==> config.mk <==
export PLATFORM = sky130hd
export DESIGN_NAME = ps2_host_tx
export DESIGN_NICKNAME = d
export VERILOG_FILES = /design/src/rtl/ps2_host_tx.sv
export SDC_FILE = /design/constraint.sdc
export NUM_CORES = 1
export LEC_CHECK = 0
export ABC_AREA = 1
export BUFFER_PORTS_ARGS = -buffer_cell sky130_fd_sc_hd__buf_4
export CAP_MARGIN = 20
export CORE_MARGIN = 2
export CORE_UTILIZATION = 30
export DETAILED_ROUTE_END_ITERATION = 10
export PLACE_DENSITY = 0.48
export RECOVER_POWER = 100
export SLEW_MARGIN = 20
export SYNTH_ARGS = -nofsm -noshare
export SYNTH_HDL_FRONTEND = slang
export SYNTH_SLANG_ARGS = --single-unit
==> constraint.sdc <==
create_clock -name clk -period 1.95 [get_ports clk]
set_input_delay 0.39 -clock clk [delete_from_list [all_inputs] [get_ports clk]]
set_output_delay 0.39 -clock clk [all_outputs]
set_load 0.01 [all_outputs]
==> src/rtl/ps2_host_tx.sv <==
// ps2_host_tx: host-to-device PS/2 command transmitter driving open-drain CLK/DAT via output enables.
// Define PS2_HOST_TX_RETRY_EN to retry a failed frame twice before reporting tx_error.
module ps2_host_tx #(
    parameter int unsigned INHIBIT_CYCLES       = 6000,
    parameter int unsigned START_TIMEOUT_CYCLES = 750000,
    parameter int unsigned XFER_TIMEOUT_CYCLES  = 100000,
    parameter int unsigned CNT_W                = 20
) (
    input  logic       clk,
    input  logic       reset,
    input  logic [7:0] tx_data,
    input  logic       tx_start,
    output logic       tx_busy,
    output logic       tx_done,
    output logic       tx_error,
    input  logic       ps2_clk_in,
    input  logic       ps2_dat_in,
    output logic       ps2_clk_oe,
    output logic       ps2_dat_oe
);

    localparam int unsigned FRAME_W = 10;
    localparam int unsigned BCNT_W  = 4;

    localparam logic [CNT_W-1:0] INHIBIT_LAST = CNT_W'(INHIBIT_CYCLES - 1);
    localparam logic [CNT_W-1:0] START_LAST   = CNT_W'(START_TIMEOUT_CYCLES - 1);
    localparam logic [CNT_W-1:0] XFER_LAST    = CNT_W'(XFER_TIMEOUT_CYCLES - 1);
    localparam logic [CNT_W-1:0] TIMER_MAX    = '1;

    typedef enum logic [2:0] {
        S_IDLE,
        S_INHIBIT,
        S_REQ,
        S_DATA,
        S_ACK,
        S_RELEASE,
        S_DONE,
        S_FAIL
    } state_t;

    state_t              state_q, state_d;
    logic [CNT_W-1:0]    timer_q, timer_d;
    logic [BCNT_W-1:0]   bcnt_q, bcnt_d;
    logic [FRAME_W-1:0]  frame_q, frame_d;
    logic [BCNT_W-1:0]   bit_idx_c;
    logic                final_c;

    logic clk_s1_q, clk_s2_q, clk_prev_q;
    logic dat_s1_q, dat_s2_q;
    logic fall_c;

    logic clk_oe_q, clk_oe_d;
    logic dat_oe_q, dat_oe_d;
    logic busy_q, busy_d;
    logic done_q, done_d;
    logic error_q, error_d;

    // Two-flop synchronizers; idle bus level is high
    always_ff @(posedge clk) begin
        if (reset) begin
            clk_s1_q   <= 1'b1;
            clk_s2_q   <= 1'b1;
            clk_prev_q <= 1'b1;
            dat_s1_q   <= 1'b1;
            dat_s2_q   <= 1'b1;
        end else begin
            clk_s1_q   <= ps2_clk_in;
            clk_s2_q   <= clk_s1_q;
            clk_prev_q <= clk_s2_q;
            dat_s1_q   <= ps2_dat_in;
            dat_s2_q   <= dat_s1_q;
        end
    end

    assign fall_c = clk_prev_q & ~clk_s2_q;

`ifdef PS2_HOST_TX_RETRY_EN
    logic [1:0] retry_q, retry_d;

    // Third consecutive failure of the same frame is the one reported
    assign final_c = (retry_q == 2'd2);

    always_comb begin
        retry_d = retry_q;
        if (state_q == S_IDLE && tx_start) begin
            retry_d = 2'd0;
        end else if (state_q == S_FAIL && !final_c) begin
            retry_d = retry_q + 2'd1;
        end
    end

    always_ff @(posedge clk) begin
        if (reset) begin
            retry_q <= 2'd0;
        end else begin
            retry_q <= retry_d;
        end
    end
`else
    assign final_c = 1'b1;
`endif

    always_ff @(posedge clk) begin
        if (reset) begin
            state_q <= S_IDLE;
        end else begin
            state_q <= state_d;
        end
    end

    // Next state plus timer / bit-count / frame updates
    always_comb begin
        state_d = state_q;
        timer_d = (timer_q == TIMER_MAX) ? timer_q : timer_q + CNT_W'(1);
        bcnt_d  = bcnt_q;
        frame_d = frame_q;
        unique case (state_q)
            S_IDLE: begin
                timer_d = '0;
                bcnt_d  = '0;
                if (tx_start) begin
                    frame_d = {1'b1, ~^tx_data, tx_data};
                    state_d = S_INHIBIT;
                end
            end
            S_INHIBIT: begin
                if (timer_q == INHIBIT_LAST) begin
                    timer_d = '0;
                    state_d = S_REQ;
                end
            end
            S_REQ: begin
                if (fall_c) begin
                    bcnt_d  = BCNT_W'(1);
                    timer_d = '0;
                    state_d = S_DATA;
                end else if (timer_q == START_LAST) begin
                    state_d = S_FAIL;
                end
            end
            S_DATA: begin
                if (timer_q == XFER_LAST) begin
                    state_d = S_FAIL;
                end else if (fall_c) begin
                    bcnt_d = bcnt_q + BCNT_W'(1);
                    if (bcnt_q == BCNT_W'(FRAME_W - 1)) begin
                        state_d = S_ACK;
                    end
                end
            end
            S_ACK: begin
                if (timer_q == XFER_LAST) begin
                    state_d = S_FAIL;
                end else if (fall_c) begin
                    state_d = dat_s2_q ? S_FAIL : S_RELEASE;
                end
            end
            S_RELEASE: begin
                if (timer_q == XFER_LAST) begin
                    state_d = S_FAIL;
                end else if (clk_s2_q && dat_s2_q) begin
                    state_d = S_DONE;
                end
            end
            S_DONE: begin
                state_d = S_IDLE;
            end
            S_FAIL: begin
                timer_d = '0;
                bcnt_d  = '0;
                state_d = final_c ? S_IDLE : S_INHIBIT;
            end
            default: begin
                state_d = S_IDLE;
            end
        endcase
    end

    // Frame bit currently on the wire: count k means bit k-1 is being driven
    assign bit_idx_c = bcnt_d - BCNT_W'(1);

    // Outputs are decoded from the upcoming state and registered
    always_comb begin
        clk_oe_d = 1'b0;
        dat_oe_d = 1'b0;
        busy_d   = 1'b1;
        done_d   = 1'b0;
        error_d  = 1'b0;
        unique case (state_d)
            S_IDLE:    busy_d   = 1'b0;
            S_INHIBIT: clk_oe_d = 1'b1;
            S_REQ:     dat_oe_d = 1'b1;
            S_DATA:    dat_oe_d = ~frame_q[bit_idx_c];
            S_DONE: begin
                busy_d = 1'b0;
                done_d = 1'b1;
            end
            S_FAIL: begin
                if (final_c) begin
                    busy_d  = 1'b0;
                    error_d = 1'b1;
                end
            end
            default: ;
        endcase
    end

    always_ff @(posedge clk) begin
        if (reset) begin
            timer_q  <= '0;
            bcnt_q   <= '0;
            frame_q  <= '0;
            clk_oe_q <= 1'b0;
            dat_oe_q <= 1'b0;
            busy_q   <= 1'b0;
            done_q   <= 1'b0;
            error_q  <= 1'b0;
        end else begin
            timer_q  <= timer_d;
            bcnt_q   <= bcnt_d;
            frame_q  <= frame_d;
            clk_oe_q <= clk_oe_d;
            dat_oe_q <= dat_oe_d;
            busy_q   <= busy_d;
            done_q   <= done_d;
            error_q  <= error_d;
        end
    end

    assign ps2_clk_oe = clk_oe_q;
    assign ps2_dat_oe = dat_oe_q;
    assign tx_busy    = busy_q;
    assign tx_done    = done_q;
    assign tx_error   = error_q;

endmodule

==> reports/qor.txt <==
full die area = 0.00983 sq mm
DP Worst Slack = -56.9 ps
I/O pins = 18
post-placement cell count = 566
cts hold-fix bufs = 0
largest net degree at the start of global routing = 17
outcome = finished, violations left
crit end category = flip-flop
via count = 2768
first-pass GRT wire length = 12.0 mm
Final Cycle Share = 1.00
H-tree depth = 2
post-synth top area share = 0.346
sequential element share of the synthesized area = 0.346
vias in the first global route = 2626
# setup viols final = 1
Setup Skew = 9.15 ps
clk buf depth = 2
row cnt = 34
TritonCTS clock tree = yes
Clock Sink Count = 47
crit-path max FO = 8
PortBufs = 17
Worst-Margin Slew = 655 ps
Syn Inst Count = 412
routed length per instance = 12.7 um
Fmax = 512 MHz
Setup CP Type = flip-flop to flip-flop
#FFs+latches synth = 47
syn_nets = 429
core area = 0.00876 sq mm
Yosys warnings = 0
DR DRC count = 0
Initial Util = 0.310
setup ws final = -3.16 ps
R2R depth = 15
Syn Std Cell Area = 0.00272 sq mm
area leader, netlist = dfxtp_1
initial antenna violation count = 0
DRT Pass-1 Iters = 5
Synth Area per Inst = 6.59 sq um
Critical Path AT = 2200 ps
failing checks = negative setup slack
Layout area overhead = 33.3%
leading post-synthesis cells by cell area = dfxtp_1 35%, nand2_1 11%, inv_1 9.5%
final core occ = 0.413
share of cells above drive strength 1 = 0.289
Fin Hold WS = 259 ps
total gr overflow = 0
Die X = 99.2 um
Tmin final = 1950 ps
Nets = 491
Pleak = 1.60 nW
Worst-path clk slew = 100 ps
VDD IR max = 0.279 mV
PwrDens = 556 mW/mm^2
die height = 99.2 um
count of different cell masters after synthesis = 35
unrepaired setup endpoints after global routing = true
DRT iter0 DRCs = 164
Worst slew margin = 0.563
Overall Power = 0.00201 W
Setup crit start kind = flip-flop
total track usage = 0.148
worst hold path class = primary input to flip-flop
# diodes = 0
non-filler cells, final = 582
Skew-Pair Late Insertion Delay = 300 ps
count of final max-slew check failures = 0
Hold Vio Cnt, Final = 0
WHS Path Cells = 2
WL final = 7.37 mm
Final ANT Viol Nets = 0
HPWL Detailed = 5.50 mm
worst endpoint required time = 2200 ps
routability cong. = 0.902
Clock Tree Root = clkbuf_8
vias per cell = 4.76
max-cap viol count = 0
CTS Buf Count = 5
layout make-up:
type	count	area, sq um
Clock buffer	5	68.8
Clock inverter	2	37.5
Fill cell	912	5140
Inverter	73	274
Multi-Input combinational cell	289	1710
Sequential cell	47	961
Tap cell	108	135
Timing Repair Buffer	58	429
through the flow:
step	area [sq um]	TNS, ps
2_1_floorplan	2720	0
3_5_place_dp	3220	-56.9
5_1_grt	3620	-441
3_3_place_gp	3220	0
6_report	3620	-3.16
4_1_cts	3380	0
state kept, by name, summed over array words and instances (netlist names):
register / cells
state_q: 3
dat_s2_q: 1
clk_prev_q: 1
tx_done: 1
bcnt_q: 4
timer_q: 20
tx_error: 1
ps2_clk_oe: 1
frame_q: 10
ps2_dat_oe: 1
clk_s1_q: 1
clk_s2_q: 1
dat_s1_q: 1
tx_busy: 1
worst max-delay path, stage by stage (launching register included):
cell,delay [ps]
dfxtp_2,360
ha_4,160
nand2_4,70
nor2_4,160
nand3_2,100
nor2_4,130
nand3_2,70
nand3_2,80
nand2_4,120
nand2_8,130
nand2_4,60
nand2_4,80
nand2_1,90
nand3_2,80
nand3_2,70
a21oi_1,130
timing repair:
action | CTS | global route
gates resized for setup | 9 | 65
setup endpoints to repair | 2 | 23
pin swaps | 6 | 24
setup buffers | 3 | 6
cloned | 0 | 1
cell usage after synthesis, drive strengths merged:
master  instances
a21boi          1
a21oi          27
a311oi          1
a31oi           2
buf             1
clkbuf          3
dfxtp          47
ha              4
inv            73
nand2          88
nand3          40
nand3b          1
nand4          10
nor2           53
nor3           12
nor3b           1
nor4            5
o211ai          1
o21a            1
o21ai          20
o221ai          1
o31ai           2
or2             5
xnor2           6
xor2            7
layout by cell type, fill, tap and decap left out, drive strengths merged, types with 2 or more instances in the layout:
cell,Yosys,layout
dfxtp,47,47
or2,5,5
clkbuf,3,12
a21oi,27,27
nor2,53,53
xor2,7,7
inv,73,73
a31oi,2,2
xnor2,6,6
nor3,12,12
nand3,40,40
nand2,88,89
o21ai,20,20
o31ai,2,2
ha,4,4
nand4,10,10
nor4,5,5
buf,1,51
cells by family (layout without fill, tap and decap cells):
kind of cell | after synthesis | after routing | synth area share
compound gates | 56 | 56 | 0.115
xor+xnor | 13 | 13 | 0.0419
fa+ha+maj | 4 | 4 | 0.0184
buf+inv | 77 | 138 | 0.107
flops | 47 | 47 | 0.346
simple gates | 215 | 216 | 0.371
worst paths after layout:
kind | startpoint | end | slack [ps]
setup / recovery | timer_q[0]$_SDFF_PP0_ | ps2_dat_oe$_SDFF_PP0_ | -3
setup reg to reg | timer_q[0]$_SDFF_PP0_ | ps2_dat_oe$_SDFF_PP0_ | -3
hold / removal | ps2_clk_in | clk_s1_q$_SDFF_PP1_ | 260
hold reg to reg | clk_s1_q$_SDFF_PP1_ | clk_s2_q$_SDFF_PP1_ | 420
where the power goes:
part | total, W | switching [W] | internal (W)
Clock | 0.000731 | 0.000355 | 0.000376
Combinational | 0.000281 | 0.000161 | 0.000120
Sequential | 0.00100 | 0.0000130 | 0.000988
Total | 0.00201 | 0.000529 | 0.00148
layer usage:
layer,vias up,part of all wire,global-route usage
met4,0,0.015,0.0379
li1,1454,-,-
met3,9,0.037,0.0211
met1,1250,0.50,0.210
met5,-,0,0
met2,55,0.45,0.236
No activity file was read; power rests on OpenSTA's default activity.
